## config.mk

```make
export PLATFORM = sky130hd
export DESIGN_NAME = sdram_init_refresh
export DESIGN_NICKNAME = d
export VERILOG_FILES = /design/src/rtl/sdram_pkg.sv /design/src/rtl/sdram_refresh_timer.sv /design/src/rtl/sdram_init_refresh.sv
export SDC_FILE = /design/constraint.sdc
export NUM_CORES = 1
export LEC_CHECK = 0
export ABC_AREA = 1
export CAP_MARGIN = 20
export CELL_PAD_IN_SITES_DETAIL_PLACEMENT = 0
export CELL_PAD_IN_SITES_GLOBAL_PLACEMENT = 1
export CORE_MARGIN = 2
export CORE_UTILIZATION = 46
export CTS_BUF_LIST = sky130_fd_sc_hd__clkbuf_4
export CTS_CLUSTER_DIAMETER = 30
export DETAILED_ROUTE_END_ITERATION = 10
export HOLD_SLACK_MARGIN = 0.03
export PLACE_DENSITY_LB_ADDON = 0.1
export SYNTH_ARGS = -nofsm -noshare
export SYNTH_HDL_FRONTEND = slang
export SYNTH_HIERARCHICAL = 1
export SYNTH_SLANG_ARGS = --single-unit
```

## constraint.sdc

```tcl
create_clock -name clk -period 5.49 [get_ports clk]
set_clock_uncertainty 0.15 [all_clocks]
set_input_delay 1.098 -clock clk [delete_from_list [all_inputs] [get_ports clk]]
set_output_delay 1.098 -clock clk [all_outputs]
set_load 0.01 [all_outputs]
```

## src/rtl/sdram_pkg.sv

```systemverilog
// Shared SDRAM definitions: command encodings, sequencer states and the default
// device timing used by both the init/refresh engine and the read/write controller.
package sdram_pkg;

    // {cs_n, ras_n, cas_n, we_n}
    localparam logic [3:0] CMD_NOP       = 4'b0111;
    localparam logic [3:0] CMD_PRECHARGE = 4'b0010;
    localparam logic [3:0] CMD_AREF      = 4'b0001;
    localparam logic [3:0] CMD_MRS       = 4'b0000;

    typedef enum logic [3:0] {
        S_PWRUP,
        S_PRE,
        S_TRP,
        S_IREF,
        S_IRFC,
        S_MRS,
        S_TMRD,
        S_IDLE,
        S_AREF,
        S_RFC
    } sdram_state_t;

    localparam int          DEF_CLK_MHZ        = 100;
    localparam int          DEF_T_POWERUP_US   = 200;
    localparam int          DEF_T_RP           = 2;
    localparam int          DEF_T_RFC          = 7;
    localparam int          DEF_T_MRD          = 2;
    localparam int          DEF_INIT_REFRESH   = 8;
    localparam int          DEF_REFRESH_PERIOD = 781;
    localparam logic [12:0] DEF_MODE_REG       = 13'h032;

    // A command of spacing t is followed by t-1 wait cycles; the wait counter
    // starts at 0, so the final wait cycle shows a count of t-2.
    function automatic logic [15:0] wait_last(input int t_cycles);
        return 16'(t_cycles - 2);
    endfunction

endpackage

```

## src/rtl/sdram_refresh_timer.sv

```systemverilog
// Free-running refresh interval timer: raises ref_req on every wrap and flags
// a sticky overrun when a wrap finds the previous request still pending.
module sdram_refresh_timer #(
    parameter int REFRESH_PERIOD = 781
) (
    input  logic clk,
    input  logic rst,
    input  logic enable,
    input  logic clear,
    output logic ref_req,
    output logic ref_overrun
);

    localparam int            CNT_W    = (REFRESH_PERIOD > 2) ? $clog2(REFRESH_PERIOD) : 1;
    localparam logic [CNT_W-1:0] CNT_LAST = CNT_W'(REFRESH_PERIOD - 1);

    logic [CNT_W-1:0] cnt;
    logic             wrap;

    assign wrap = enable && (cnt == CNT_LAST);

    // The counter never pauses for grants, so refresh cadence stays locked to
    // the period no matter how long the arbiter takes to respond.
    always_ff @(posedge clk) begin
        if (rst) begin
            cnt         <= '0;
            ref_req     <= 1'b0;
            ref_overrun <= 1'b0;
        end else begin
            if (enable) begin
                cnt <= wrap ? '0 : cnt + 1'b1;
            end
            if (wrap) begin
                ref_req <= 1'b1;
            end else if (clear) begin
                ref_req <= 1'b0;
            end
            if (wrap && ref_req && !clear) begin
                ref_overrun <= 1'b1;
            end
        end
    end

endmodule

```

## src/rtl/sdram_init_refresh.sv

```systemverilog
// SDRAM power-up initialization sequencer and auto-refresh engine.
// Define SDRAM_SIM_FAST_INIT_EN to shorten the power-up wait to 16 cycles for simulation.
module sdram_init_refresh
    import sdram_pkg::*;
#(
    parameter int          CLK_MHZ        = DEF_CLK_MHZ,
    parameter int          T_POWERUP_US   = DEF_T_POWERUP_US,
    parameter int          T_RP           = DEF_T_RP,
    parameter int          T_RFC          = DEF_T_RFC,
    parameter int          T_MRD          = DEF_T_MRD,
    parameter int          INIT_REFRESH   = DEF_INIT_REFRESH,
    parameter int          REFRESH_PERIOD = DEF_REFRESH_PERIOD,
    parameter logic [12:0] MODE_REG       = DEF_MODE_REG
) (
    input  logic        clk,
    input  logic        rst,
    output logic        sdr_cke,
    output logic [3:0]  sdr_cmd,
    output logic [12:0] sdr_addr,
    output logic [1:0]  sdr_ba,
    output logic        init_done,
    output logic        ref_req,
    input  logic        ref_grant,
    output logic        ref_busy,
    output logic        ref_overrun
);

`ifdef SDRAM_SIM_FAST_INIT_EN
    localparam int PWRUP_CYCLES = 16;
`else
    localparam int PWRUP_CYCLES = CLK_MHZ * T_POWERUP_US;
`endif

    localparam logic [15:0] PWRUP_LAST = 16'(PWRUP_CYCLES - 1);
    localparam logic [15:0] TRP_LAST   = wait_last(T_RP);
    localparam logic [15:0] RFC_LAST   = wait_last(T_RFC);
    localparam logic [15:0] MRD_LAST   = wait_last(T_MRD);
    localparam logic [7:0]  INIT_REF_N = 8'(INIT_REFRESH);

    sdram_state_t state;
    sdram_state_t state_next;
    logic [15:0]  wait_cnt;
    logic [15:0]  wait_cnt_next;
    logic [7:0]   iref_cnt;
    logic [7:0]   iref_cnt_next;

    logic [3:0]   cmd_next;
    logic [12:0]  addr_next;
    logic [1:0]   ba_next;
    logic         busy_next;
    logic         done_next;
    logic         aref_now;

    // Next-state logic. Wait states with a zero-length wait are skipped.
    // In S_PWRUP, a low sdr_cke marks the reset cycle, which is not counted.
    always_comb begin
        state_next = state;
        case (state)
            S_PWRUP: if (sdr_cke && wait_cnt == PWRUP_LAST) state_next = S_PRE;
            S_PRE:   state_next = (T_RP > 1) ? S_TRP : S_IREF;
            S_TRP:   if (wait_cnt == TRP_LAST) state_next = S_IREF;
            S_IREF: begin
                if (T_RFC > 1) begin
                    state_next = S_IRFC;
                end else if (iref_cnt + 8'd1 >= INIT_REF_N) begin
                    state_next = S_MRS;
                end else begin
                    state_next = S_IREF;
                end
            end
            S_IRFC: begin
                if (wait_cnt == RFC_LAST) begin
                    state_next = (iref_cnt >= INIT_REF_N) ? S_MRS : S_IREF;
                end
            end
            S_MRS:   state_next = (T_MRD > 1) ? S_TMRD : S_IDLE;
            S_TMRD:  if (wait_cnt == MRD_LAST) state_next = S_IDLE;
            S_IDLE:  if (ref_req && ref_grant) state_next = S_AREF;
            S_AREF:  state_next = (T_RFC > 1) ? S_RFC : S_IDLE;
            S_RFC:   if (wait_cnt == RFC_LAST) state_next = S_IDLE;
            default: state_next = S_PWRUP;
        endcase
    end

    // One shared wait counter, restarted from zero whenever a state is entered.
    always_comb begin
        wait_cnt_next = wait_cnt + 16'd1;
        if (!sdr_cke || state_next != state || state_next == S_IDLE) begin
            wait_cnt_next = '0;
        end
        iref_cnt_next = (state == S_IREF) ? iref_cnt + 8'd1 : iref_cnt;
    end

    // Outputs are decoded from the next state so the registered bus lines up
    // with the state register in the same cycle.
    always_comb begin
        cmd_next  = CMD_NOP;
        addr_next = '0;
        ba_next   = '0;
        case (state_next)
            S_PRE: begin
                cmd_next      = CMD_PRECHARGE;
                addr_next[10] = 1'b1;
            end
            S_IREF, S_AREF: cmd_next = CMD_AREF;
            S_MRS: begin
                cmd_next  = CMD_MRS;
                addr_next = MODE_REG;
            end
            default: cmd_next = CMD_NOP;
        endcase
        busy_next = (state_next != S_IDLE);
        done_next = init_done || (state_next == S_IDLE);
    end

    always_ff @(posedge clk) begin
        if (rst) begin
            state     <= S_PWRUP;
            wait_cnt  <= '0;
            iref_cnt  <= '0;
            sdr_cke   <= 1'b0;
            sdr_cmd   <= CMD_NOP;
            sdr_addr  <= '0;
            sdr_ba    <= '0;
            init_done <= 1'b0;
            ref_busy  <= 1'b1;
        end else begin
            state     <= state_next;
            wait_cnt  <= wait_cnt_next;
            iref_cnt  <= iref_cnt_next;
            sdr_cke   <= 1'b1;
            sdr_cmd   <= cmd_next;
            sdr_addr  <= addr_next;
            sdr_ba    <= ba_next;
            init_done <= done_next;
            ref_busy  <= busy_next;
        end
    end

    assign aref_now = (state == S_AREF);

    sdram_refresh_timer #(
        .REFRESH_PERIOD (REFRESH_PERIOD)
    ) u_timer (
        .clk         (clk),
        .rst         (rst),
        .enable      (init_done),
        .clear       (aref_now),
        .ref_req     (ref_req),
        .ref_overrun (ref_overrun)
    );

endmodule

```

==> metrics.log, run 1 <==
[metrics] result of the run: completed
[metrics] shortest clock period the worst path allows after layout: 2740 ps
[metrics] Net count, final: 397
[metrics] CTS Buf Count: 5
[metrics] Top-Level Pins: 27
[metrics] final standard cell area without fillers: between 0.002 and 0.003 sq mm
[metrics] cts-stage hold buffer count: 0
[metrics] per-instance average area after synthesis: 7.22 sq um
[metrics] vias in the first global route: 1872
[metrics] worst hold path cell count: 2
[metrics] Max Transition Viols Final: 0
[metrics] critical register-to-register path endpoint: wait_cnt[2]
[metrics] number of setup violations in the final report: 0
[metrics] starting DRC count in detailed routing: 83
[metrics] fraction of final layout cells sized beyond drive strength 1: 12.1%
[metrics] cell total after placement: roughly 450
[metrics] Crit path required time: 4240 ps
[metrics] RSZ-0062 raised after global routing: no
[metrics] total iterations of the first detailed-routing run: 4
[metrics] setup fix buffers added after clock tree synthesis: 0
[metrics] critical register-to-register path startpoint: wait_cnt[0]
[metrics] half-perimeter wire length after placement: 3700 um
[metrics] slew at the pin closest to its max-slew limit: between 500 and 600 ps
[metrics] Fmax: about 370 MHz
[metrics] Detailed Route WL: around 4900 um
[metrics] CTS tree: done
[metrics] maxcap violations: 0
[metrics] CTS max path bufs: 2
[metrics] Synth Instances: roughly 370
[metrics] classification of the worst-slack hold path: reg -> reg
[metrics] sequence of cells on the critical path: clkdlybuf4s50_1
[metrics] fill count: 581
[metrics] initial antenna violation count: 0
[metrics] global-route wire length before repair: around 8600 um
[metrics] diodes inserted: 0
[metrics] number of warnings issued by yosys: 6
[metrics] arrival time of data at the critical path endpoint: 1490 ps
[metrics] period utilisation layout: between 40% and 50%
[metrics] endpoint type of the worst setup path: output port
[metrics] via total after detailed routing: around 2100
[metrics] clock transition at the registers of the reported paths: 140 ps
[metrics] vias per cell: 4.65
[metrics] Hold EP: u_timer/ref_overrun
[metrics] die extent in x: a little over 80 um
[metrics] depth of the CTS H-tree: 2
[metrics] Hold Crit Start: u_timer/ref_overrun
[metrics] Wirelength per Cell: 10.7 um
[metrics] remaining routing DRC violations: 0
[metrics] core area: 0.00557 sq mm
[metrics] Clock Tree Root: sky130_fd_sc_hd__clkbuf_4
[metrics] Worst IR Drop VDD: 0.101 mV
[metrics] Starting Density: 48.3%
[metrics] start-to-end type of the worst setup path: reg -> out
[metrics] area added between synthesis and finish: 7.95%
[metrics] count of standard-cell rows: 27
[metrics] number of cells upsized or downsized after cts: 0
[metrics] floorplan die area: 0.00648 sq mm
[metrics] total power: a little under 0.6 mW
[metrics] total of flip-flops plus latches after synthesis: 48
[metrics] Placed Area: 0.00283 sq mm
[metrics] mapped cell area: 0.00269 sq mm
[metrics] last weighted congestion value of the routability-driven placer: slightly below 0.8
[metrics] IO buf count: 14
[metrics] later-pin clock latency in the skew report: 370 ps
[metrics] Register-to-Register Path Depth: 11
[metrics] max_slew headroom: 62.5%
[metrics] slack of the worst reg-to-reg path: 3210 ps
[metrics] Fin. Hold Viols: 0
[metrics] post-route setup TNS: 0 ps
[metrics] combined area of the multi-input logic cells: approximately 0.0014 sq mm
[metrics] GRT Residual Overflow: 0
[metrics] die height: 80.5 um
[metrics] overall fraction of global-route tracks in use: between 10% and 20%
[metrics] count of placed standard cells in the final layout, fillers left out: 460
[metrics] sequential-to-total area share from yosys stat: 35.7%
[metrics] antenna viol nets, final: 0
[metrics] dominant delay contributor by cell family on the critical path: buffers and inverters
[metrics] standard cell with the maximum stage delay on the critical path: sky130_fd_sc_hd__clkdlybuf4s50_1
[metrics] clock sink count: 48
[metrics] Critical path buffers and inverters: 1
[metrics] Power Density: between 200 and 250 mW/mm^2
[metrics] maximum fanout along the worst path: 8
[metrics] critical path launch point type: flip-flop
[metrics] Crit path largest cell delay: 600 ps
[metrics] storage element area: 961 sq um
[metrics] maximum number of pins on one net before global-route repair: 17
[metrics] Lkg Pwr: 1.20 nW
[metrics] post-synthesis cell type count: 33
==> per-layer routing <==
| layer | wire length, um | GRT usage [%] | vias up | part of all wire (%) |
|---|---|---|---|---|
| met5 | 0 | 0 | - | 0 |
| met4 | 68 | 5.08 | 0 | 1.4 |
| met3 | 214 | 4.04 | 6 | 4.4 |
| met2 | 2050 | 24.7 | 47 | 42 |
| met1 | 2580 | 24.4 | 941 | 52 |
| li1 | - | - | 1145 | - |
==> layout by cell type, fill, tap and decap left out, types with 6 or more instances in the layout <==
cell type,synthesis,routed
sky130_fd_sc_hd__nand2_1,77,77
sky130_fd_sc_hd__nor2_1,55,55
sky130_fd_sc_hd__inv_1,51,51
sky130_fd_sc_hd__dfxtp_1,48,48
sky130_fd_sc_hd__nand3_1,29,29
sky130_fd_sc_hd__clkdlybuf4s50_1,0,14
sky130_fd_sc_hd__xor2_1,12,12
sky130_fd_sc_hd__nor2_4,12,12
sky130_fd_sc_hd__conb_1,1,12
sky130_fd_sc_hd__nor2_2,10,10
sky130_fd_sc_hd__a21oi_1,9,9
sky130_fd_sc_hd__o21ai_0,7,7
sky130_fd_sc_hd__ha_1,7,7
sky130_fd_sc_hd__inv_2,6,6
==> kinds of logic after synthesis <==
group / share of synthesized area [%]
other cells: 0.139
flops: 35.7
compound gates: 4.65
buf+inv: 13.1
simple gates: 38.0
xor+xnor: 5.21
fa+ha+maj: 3.25
==> through the flow <==
| step | utilization, % | setup slack (ps) | hold WS (ps) |
|---|---|---|---|
| finish | 52.1 | 2750 | 323 |
| global route | 52.1 | 2630 | 365 |
| CTS | 52.1 | 2720 | 328 |
| detailed placement | 50.7 | 2430 | 304 |
| global placement | 50.7 | 2440 | 300 |
| floorplan | - | 3150 | 295 |
==> worst reg2reg max path: stages (launching register included) <==
cell                       delay [ps]
sky130_fd_sc_hd__dfxtp_1          410
sky130_fd_sc_hd__ha_1             200
sky130_fd_sc_hd__nand3_1          160
sky130_fd_sc_hd__nor2_2           210
sky130_fd_sc_hd__nand3_1          160
sky130_fd_sc_hd__nand2_2          100
sky130_fd_sc_hd__inv_2             40
sky130_fd_sc_hd__nand2_4           90
sky130_fd_sc_hd__nand2_4           60
sky130_fd_sc_hd__a21oi_4          130
sky130_fd_sc_hd__nand3b_4         330
sky130_fd_sc_hd__nor2_1           180
==> worst max-delay path by stage <==
| stage | depth (start not counted) | to | from |
|---|---|---|---|
| after floorplan | 8 | wait_cnt[13] | ref_grant |
| after global placement | 9 | wait_cnt[0] | ref_grant |
| after detailed placement | 9 | wait_cnt[2] | ref_grant |
| after CTS | 1 | init_done | init_done |
| after global routing | 1 | init_done | init_done |
| final | 1 | init_done | init_done |
==> cell type report <==
cell class,count,area share (%)
clock buffer,5,1.29
clock inverter,3,1.46
inverter,57,7.36
multi-input combinational,261,48.9
sequential,48,33.1
tap,72,3.10
timing repair buffer,14,4.82
==> power by group <==
part           switching [mW]  internal [mW]
clock network           0.115         0.0953
logic                  0.0149        0.00523
registers             0.00141          0.350
==> flip-flops by register name (all words and copies together) (netlist names) <==
register and cells:
u_timer/cnt 10, u_timer/ref_req 1, sdr_addr 2, state 4, sdr_cmd 3, sdr_cke 1, wait_cnt 16, init_done 1
iref_cnt 8, ref_busy 1, u_timer/ref_overrun 1
==> cells in the mapped netlist, drive strengths merged <==
cell	number	share of area, %
nand2	82	12
nor2	77	15
inv	57	7.9
dfxtp	48	36
nand3	30	5.8
buf	16	4.8
xor2	12	3.9
a21oi	11	2.6
ha	7	3.3
o21ai	7	1.3
nand4	6	2.0
nor3	6	1.3
xnor2	4	1.3
a31oi	2	0.46
clkbuf	2	0.28
nor4	2	0.70
and3	1	0.23
conb	1	0.14
nand3b	1	0.74
o21a	1	0.28
No activity file was read; power rests on OpenSTA's default activity.
==> run 2: changes to the inputs <==
Settings changed: CORE_UTILIZATION 46 to 43.
Clock period 5.49 ns to 2.65 ns, I/O delays scaled along.
==> run 2 against run 1 <==
First-iteration DRC count fell by 9.6%; flip-flop and latch count did not move; critical endpoint is now wait_cnt[14]; worst setup slack got worse by 2300 ps; total power rose by 93%; critical path type is now reg -> reg; core utilization fell by 3.2 points; via count fell by 0.70%; combinational power rose by 140%; register-to-register slack got worse by 2800 ps; non-clock buffer count rose by 4; global-route usage fell by 1.4 points; final cell count rose by 1.5%.
==> metrics.log, run 2 (synthesis results as in run 1) <==
[metrics] result of the run: completed
[metrics] Lkg Pwr: 1.21 nW (+0.81%)
[metrics] Fin. Hold Viols: 0 (unchanged)
[metrics] largest register by flop count: wait_cnt
[metrics] maximum number of pins on one net before global-route repair: 17 (unchanged)
[metrics] starting DRC count in detailed routing: 75 (-9.6%)
[metrics] Largest regs: wait_cnt x16, u_timer/cnt x10, iref_cnt x8
[metrics] arrival time of data at the critical path endpoint: 2400 ps (+910 ps)
[metrics] Detailed Route WL: 4920 um (+0.12%)
[metrics] dominant delay contributor by cell family on the critical path: simple AND/OR/NAND/NOR gates
[metrics] Critical path buffers and inverters: 2 (+1)
[metrics] clock sink count: 48 (unchanged)
[metrics] critical path launch point type: flip-flop
[metrics] tightest hold margin: 325 ps (+2.32 ps)
[metrics] critical register-to-register path startpoint: wait_cnt[0]
[metrics] antenna viol nets, final: 0 (unchanged)
[metrics] IO buf count: 14 (unchanged)
[metrics] Fmax: 447 MHz
[metrics] fill count: 603 (+3.8%)
[metrics] vias in the first global route: 1973 (+5.4%)
[metrics] period utilisation layout: a little over four fifths
[metrics] global-route wire length before repair: 8880 um (+3.7%)
[metrics] number of cells upsized or downsized after cts: 0 (unchanged)
[metrics] later-pin clock latency in the skew report: 370 ps (about the same)
[metrics] Starting Density: 44.9% (-3.4 points)
[metrics] half-perimeter wire length after placement: 3790 um (+2.4%)
[metrics] depth of the CTS H-tree: 2 (unchanged)
[metrics] RSZ-0062 raised after global routing: no
[metrics] floorplan die area: 0.00691 sq mm (+6.6%)
[metrics] number of setup violations in the final report: 0 (unchanged)
[metrics] overall fraction of global-route tracks in use: 15.5% (-1.4 points)
[metrics] vias per cell: 4.55 (-2.2%)
[metrics] last weighted congestion value of the routability-driven placer: 0.840 (+6.7%)
[metrics] cell total after placement: 459 (+1.5%)
[metrics] Crit path largest cell delay: 420 ps (-180 ps)
[metrics] total iterations of the first detailed-routing run: 4 (unchanged)
[metrics] worst hold path cell count: 2 (unchanged)
[metrics] storage element area: 961 sq um (unchanged)
[metrics] maximum fanout along the worst path: 9 (+1)
[metrics] standard cell with the maximum stage delay on the critical path: sky130_fd_sc_hd__dfxtp_1
[metrics] GRT Residual Overflow: 0 (unchanged)
[metrics] count of placed standard cells in the final layout, fillers left out: 467 (+1.5%)
[metrics] combined area of the multi-input logic cells: 0.00142 sq mm (unchanged)
[metrics] core area: 0.00599 sq mm (+7.5%)
[metrics] CTS max path bufs: 2 (unchanged)
[metrics] maxcap violations: 0 (unchanged)
[metrics] start-to-end type of the worst setup path: reg -> reg
[metrics] endpoint type of the worst setup path: flip-flop
[metrics] count of standard-cell rows: 28 (+3.7%)
[metrics] cts-stage hold buffer count: 0 (unchanged)
[metrics] initial antenna violation count: 0 (unchanged)
[metrics] Top-Level Pins: 27 (unchanged)
[metrics] die height: 83.1 um (+3.3%)
[metrics] setup fix buffers added after clock tree synthesis: 0 (unchanged)
[metrics] sequence of cells on the critical path: ha_1 -> nand3_1 -> nor2_2 -> nand3_1 -> nand2_2 -> inv_2 -> nand2_4 -> nand2_4 -> a21oi_4 -> nand3b_4 -> buf_12 -> nor2_4
[metrics] via total after detailed routing: 2124 (-0.70%)
[metrics] most frequent standard cell in the layout excluding fill and tap cells: sky130_fd_sc_hd__nand2_1
[metrics] Register-to-Register Path Depth: 12 (+1)
[metrics] Power Density: 382 mW/mm^2 (+91%)
[metrics] Crit path required time: 2810 ps (-1430 ps)
[metrics] Net count, final: 401 (+1.0%)
[metrics] Worst IR Drop VDD: 0.229 mV (+130%)
[metrics] diodes inserted: 0 (unchanged)
[metrics] number of flip-flops in the largest register: 16 (unchanged)
[metrics] clock transition at the registers of the reported paths: 140 ps (about the same)
[metrics] area added between synthesis and finish: 8.97%
[metrics] post-route core utilization: 49.0% (-3.2 points)
[metrics] Hold Crit Start: u_timer/ref_overrun
[metrics] die extent in x: 83.1 um (+3.3%)
[metrics] Critical path origin: wait_cnt[0]
[metrics] fraction of final layout cells sized beyond drive strength 1: 13.3% (+1.2 points)
[metrics] Clock Tree Root: sky130_fd_sc_hd__clkbuf_4
[metrics] logic depth of the worst setup path including buffers: 12 (+11)
[metrics] CTS tree: done
[metrics] shortest clock period the worst path allows after layout: 2240 ps
[metrics] post-route setup TNS: 0 ps (unchanged)
[metrics] Wirelength per Cell: 10.5 um (-1.4%)
[metrics] Max Transition Viols Final: 0 (unchanged)
[metrics] remaining routing DRC violations: 0 (unchanged)
[metrics] classification of the worst-slack hold path: reg -> reg
[metrics] CTS Buf Count: 5 (unchanged)
[metrics] most used cells in the layout excluding fill and tap cells: sky130_fd_sc_hd__nand2_1, sky130_fd_sc_hd__nor2_1, sky130_fd_sc_hd__inv_1
run 2: changes by cell type in the layout (fill, tap and decap cells not counted):
cell                         delta
sky130_fd_sc_hd__buf_4          +3
sky130_fd_sc_hd__buf_12         +1
sky130_fd_sc_hd__clkinvlp_4     +2
sky130_fd_sc_hd__bufinv_16      -1
sky130_fd_sc_hd__clkinv_1       -1
run 2: final timing paths:
| check | endpoint | slack [ps] |
|---|---|---|
| setup / recovery | wait_cnt[14] | 410 |
| hold / removal | u_timer/ref_overrun | 330 |
| setup reg to reg | wait_cnt[14] | 410 |
| hold reg to reg | u_timer/ref_overrun | 330 |
run 2: layer usage:
metal / track usage (%) / routed length (um) / up-vias
met5: 0 / 0 / -
met4: 4.77 / 78 / 0
met3: 3.38 / 199 / 6
met2: 22.7 / 1960 / 42
met1: 22.6 / 2690 / 920
li1: - / - / 1156
run 2: cell type report:
cell class | instances | share of cell area [%]
clock inverter | 3 | 0.811
inverter | 57 | 7.30
clock buffer | 5 | 1.28
timing repair buffer | 18 | 6.23
tap | 75 | 3.20
multi-input combinational | 261 | 48.4
sequential | 48 | 32.8
run 2: per-stage QoR:
step / setup WS, ps / power (mW) / area (sq um)
final: 412 / 1.12 / 2930
after global routing: 225 / 1.17 / 2930
after CTS: 363 / 1.14 / 2930
after detailed placement: 241 / 0.791 / 2870
after global placement: 255 / 0.791 / 2870
after floorplan: 749 / 0.790 / 2730
run 2: worst register-to-register path, cell delays in order (launching register included):
cell	delay, ps
sky130_fd_sc_hd__dfxtp_1	420
sky130_fd_sc_hd__ha_1	210
sky130_fd_sc_hd__nand3_1	160
sky130_fd_sc_hd__nor2_2	220
sky130_fd_sc_hd__nand3_1	150
sky130_fd_sc_hd__nand2_2	100
sky130_fd_sc_hd__inv_2	40
sky130_fd_sc_hd__nand2_4	80
sky130_fd_sc_hd__nand2_4	60
sky130_fd_sc_hd__a21oi_4	140
sky130_fd_sc_hd__nand3b_4	190
sky130_fd_sc_hd__buf_12	210
sky130_fd_sc_hd__nor2_4	70
run 2: power by group:
group / internal [mW] / total, mW / leakage, nW / switching (mW)
Combinational: 0.0160 / 0.0480 / 0.794 / 0.0320
Clock: 0.105 / 0.345 / 0.0274 / 0.241
Sequential: 0.724 / 0.727 / 0.387 / 0.00282
Total: 0.845 / 1.12 / 1.21 / 0.276
==> run 3: changes to the inputs <==
Settings changed: CORE_UTILIZATION 43 to 39.
Clock period 2.65 ns to 2 ns, I/O delays scaled along.
==> run 3 against run 2 <==
Worst hold slack got worse by 8.1 ps; final area increased by 14%; maximum frequency increased by 14%; sequential power increased by 32%; register-to-register slack got worse by 370 ps; wire length increased by 9.8%; critical path type unchanged; total power increased by 36%; clock power increased by 38%; die area increased by 9.7%; count of clock-buffer cells in the layout increased by 2; highest routed layer unchanged.
==> metrics.log, run 3 (synthesis results as in run 1) <==
[metrics] Lkg Pwr: 1.38 nW (+14%)
[metrics] CTS max path bufs: 2 (unchanged)
[metrics] Net count, final: 429 (+7.0%)
[metrics] post-route core utilization: 49.8% (+0.86 points)
[metrics] diodes inserted: 0 (unchanged)
[metrics] period utilisation layout: 97.9% (+13 points)
[metrics] Max Transition Viols Final: 0 (unchanged)
[metrics] Wirelength per Cell: 10.8 um (+2.5%)
[metrics] Power Density: 456 mW/mm^2 (+19%)
[metrics] IO buf count: 14 (unchanged)
[metrics] critical path launch point type: flip-flop
[metrics] start-to-end type of the worst setup path: reg -> reg
[metrics] Fin. Hold Viols: 0 (unchanged)
[metrics] classification of the worst-slack hold path: reg -> reg
[metrics] most frequent standard cell in the layout excluding fill and tap cells: sky130_fd_sc_hd__nand2_1
[metrics] Fmax: 511 MHz (+14%)
[metrics] endpoint type of the worst setup path: flip-flop
[metrics] arrival time of data at the critical path endpoint: 2120 ps (-280 ps)
[metrics] Top-Level Pins: 27 (unchanged)
[metrics] count of standard-cell rows: 30 (+7.1%)
[metrics] storage element area: 980 sq um (+2.0%)
[metrics] Placed Area: 0.00308 sq mm (+7.2%)
[metrics] clock sink count: 48 (unchanged)
[metrics] CTS Buf Count: 5 (unchanged)
[metrics] final standard cell area without fillers: 0.00335 sq mm (+14%)
[metrics] die height: 87.1 um (+4.8%)
[metrics] half-perimeter wire length after placement: 4180 um (+10%)
[metrics] vias per cell: 4.50 (-1.1%)
[metrics] Worst IR Drop VDD: 0.271 mV (+18%)
[metrics] post-place setup slack: -169 ps (-410 ps)
[metrics] fill count: 691 (+15%)
[metrics] sequence of cells on the critical path: buf_6 -> inv_2 -> ha_4 -> nand2_2 -> nor2_1 -> nand3_2 -> nand2_2 -> inv_2 -> nand2_4 -> nand2_4 -> a21oi_4 -> nand3b_4 -> buf_6 -> nor2_1
[metrics] later-pin clock latency in the skew report: 370 ps (about the same)
[metrics] combined area of the multi-input logic cells: 0.00158 sq mm (+11%)
[metrics] die extent in x: 87.1 um (+4.8%)
[metrics] via total after detailed routing: 2250 (+5.9%)
[metrics] total iterations of the first detailed-routing run: 4 (unchanged)
[metrics] post-route setup TNS: 0 ps (unchanged)
[metrics] global-route wire length before repair: 9200 um (+3.6%)
[metrics] initial antenna violation count: 0 (unchanged)
[metrics] largest register by flop count: wait_cnt
[metrics] maximum fanout along the worst path: 5 (-4)
[metrics] floorplan die area: 0.00758 sq mm (+9.7%)
[metrics] area added between synthesis and finish: 24.4%
[metrics] RSZ-0062 raised after global routing: yes
[metrics] standard cell with the maximum stage delay on the critical path: sky130_fd_sc_hd__dfxtp_4
[metrics] last weighted congestion value of the routability-driven placer: 0.832 (-1.0%)
[metrics] maximum number of pins on one net before global-route repair: 14 (-3)
[metrics] Starting Density: 40.1% (-4.9 points)
[metrics] overall fraction of global-route tracks in use: 15.4% (-0.092 points)
[metrics] worst hold path cell count: 2 (unchanged)
[metrics] clock transition at the registers of the reported paths: 130 ps (about the same)
[metrics] starting DRC count in detailed routing: 76 (+1.3%)
[metrics] core area: 0.00672 sq mm (+12%)
[metrics] fraction of final layout cells sized beyond drive strength 1: 27.6% (+14 points)
[metrics] most used cells in the layout excluding fill and tap cells: sky130_fd_sc_hd__nand2_1, sky130_fd_sc_hd__inv_1, sky130_fd_sc_hd__nor2_1
[metrics] final worst-path setup slack: 42.1 ps (-369 ps)
[metrics] remaining routing DRC violations: 0 (unchanged)
[metrics] Clock Tree Root: sky130_fd_sc_hd__clkbuf_4
[metrics] shortest clock period the worst path allows after layout: 1960 ps (-281 ps)
[metrics] vias in the first global route: 2050 (+3.9%)
[metrics] maxcap violations: 0 (unchanged)
[metrics] Register-to-Register Path Depth: 14 (+2)
[metrics] Detailed Route WL: 5400 um (+9.8%)
[metrics] Crit path required time: 2160 ps (-650 ps)
[metrics] Crit path largest cell delay: 390 ps (-30 ps)
[metrics] antenna viol nets, final: 0 (unchanged)
[metrics] CTS tree: done
[metrics] number of setup violations in the final report: 0 (unchanged)
[metrics] count of placed standard cells in the final layout, fillers left out: 500 (+7.1%)
[metrics] cell total after placement: 489 (+6.5%)
[metrics] Largest regs: wait_cnt x16, u_timer/cnt x10, iref_cnt x8
[metrics] result of the run: completed
[metrics] tightest hold margin: 317 ps (-8.13 ps)
[metrics] depth of the CTS H-tree: 2 (unchanged)
[metrics] GRT Residual Overflow: 0 (unchanged)
[metrics] total power: 1.53 mW (+36%)
[metrics] number of flip-flops in the largest register: 16 (unchanged)
-- run 3: cell count changes in the layout (fill, tap and decap cells not counted), moves of 6 or more --
cell / previous run / this run
sky130_fd_sc_hd__nand3_1: 29 / 20
sky130_fd_sc_hd__dfxtp_2: 0 / 6
sky130_fd_sc_hd__dfxtp_1: 48 / 39
sky130_fd_sc_hd__nand3_2: 1 / 9
sky130_fd_sc_hd__nor2_4: 12 / 18
sky130_fd_sc_hd__nor2_1: 55 / 48
sky130_fd_sc_hd__buf_4: 3 / 28
-- run 3: layout make-up --
cell class | instances | share of cell area [%]
Inverter | 57 | 6.47
Multi-Input combinational cell | 261 | 47.3
Tap cell | 80 | 2.99
Timing Repair Buffer | 46 | 12.3
Clock buffer | 7 | 1.57
Sequential cell | 48 | 29.3
Clock inverter | 1 | 0.112
-- run 3: path summary, 6_finish.rpt --
| check | start | to | slack, ps |
|---|---|---|---|
| min | u_timer/ref_overrun | u_timer/ref_overrun | 320 |
| max | wait_cnt[0] | wait_cnt[1] | 40 |
| max reg2reg | wait_cnt[0] | wait_cnt[1] | 40 |
| min reg2reg | u_timer/ref_overrun | u_timer/ref_overrun | 320 |
-- run 3: layer usage --
metal	up-vias	GRT usage (%)	routed length, um	share of wire (%)
met3	6	3.22	134	2.5
met1	1008	19.3	2580	48
met2	24	26.0	2580	48
met4	0	5.40	112	2.1
met5	-	0	0	0
li1	1212	-	-	-
-- run 3: power by group --
part           switching [mW]  internal [mW]
Combinational          0.0513         0.0378
Clock                   0.313          0.163
Sequential            0.00522          0.957
Total                   0.369           1.16
-- run 3: worst max-delay path: cells and delay by family (launching register included) --
| family | cells | cell delay [ps] |
|---|---|---|
| adder cells (fa/ha/maj) | 1 | 120 |
| AND/OR/NAND/NOR | 8 | 700 |
| buffers and inverters | 4 | 370 |
| AO/OA/AOI/OAI | 1 | 160 |
| flip-flops | 1 | 390 |
-- run 3: what timing repair did --
action / in CTS / in global routing
hold buffers: 0 / 0
pin swaps: 1 / 12
buffers inserted: 0 / 3
endpoints found under the hold margin: 0 / 0
setup endpoints to repair: 13 / 24
gates resized for setup: 2 / 51
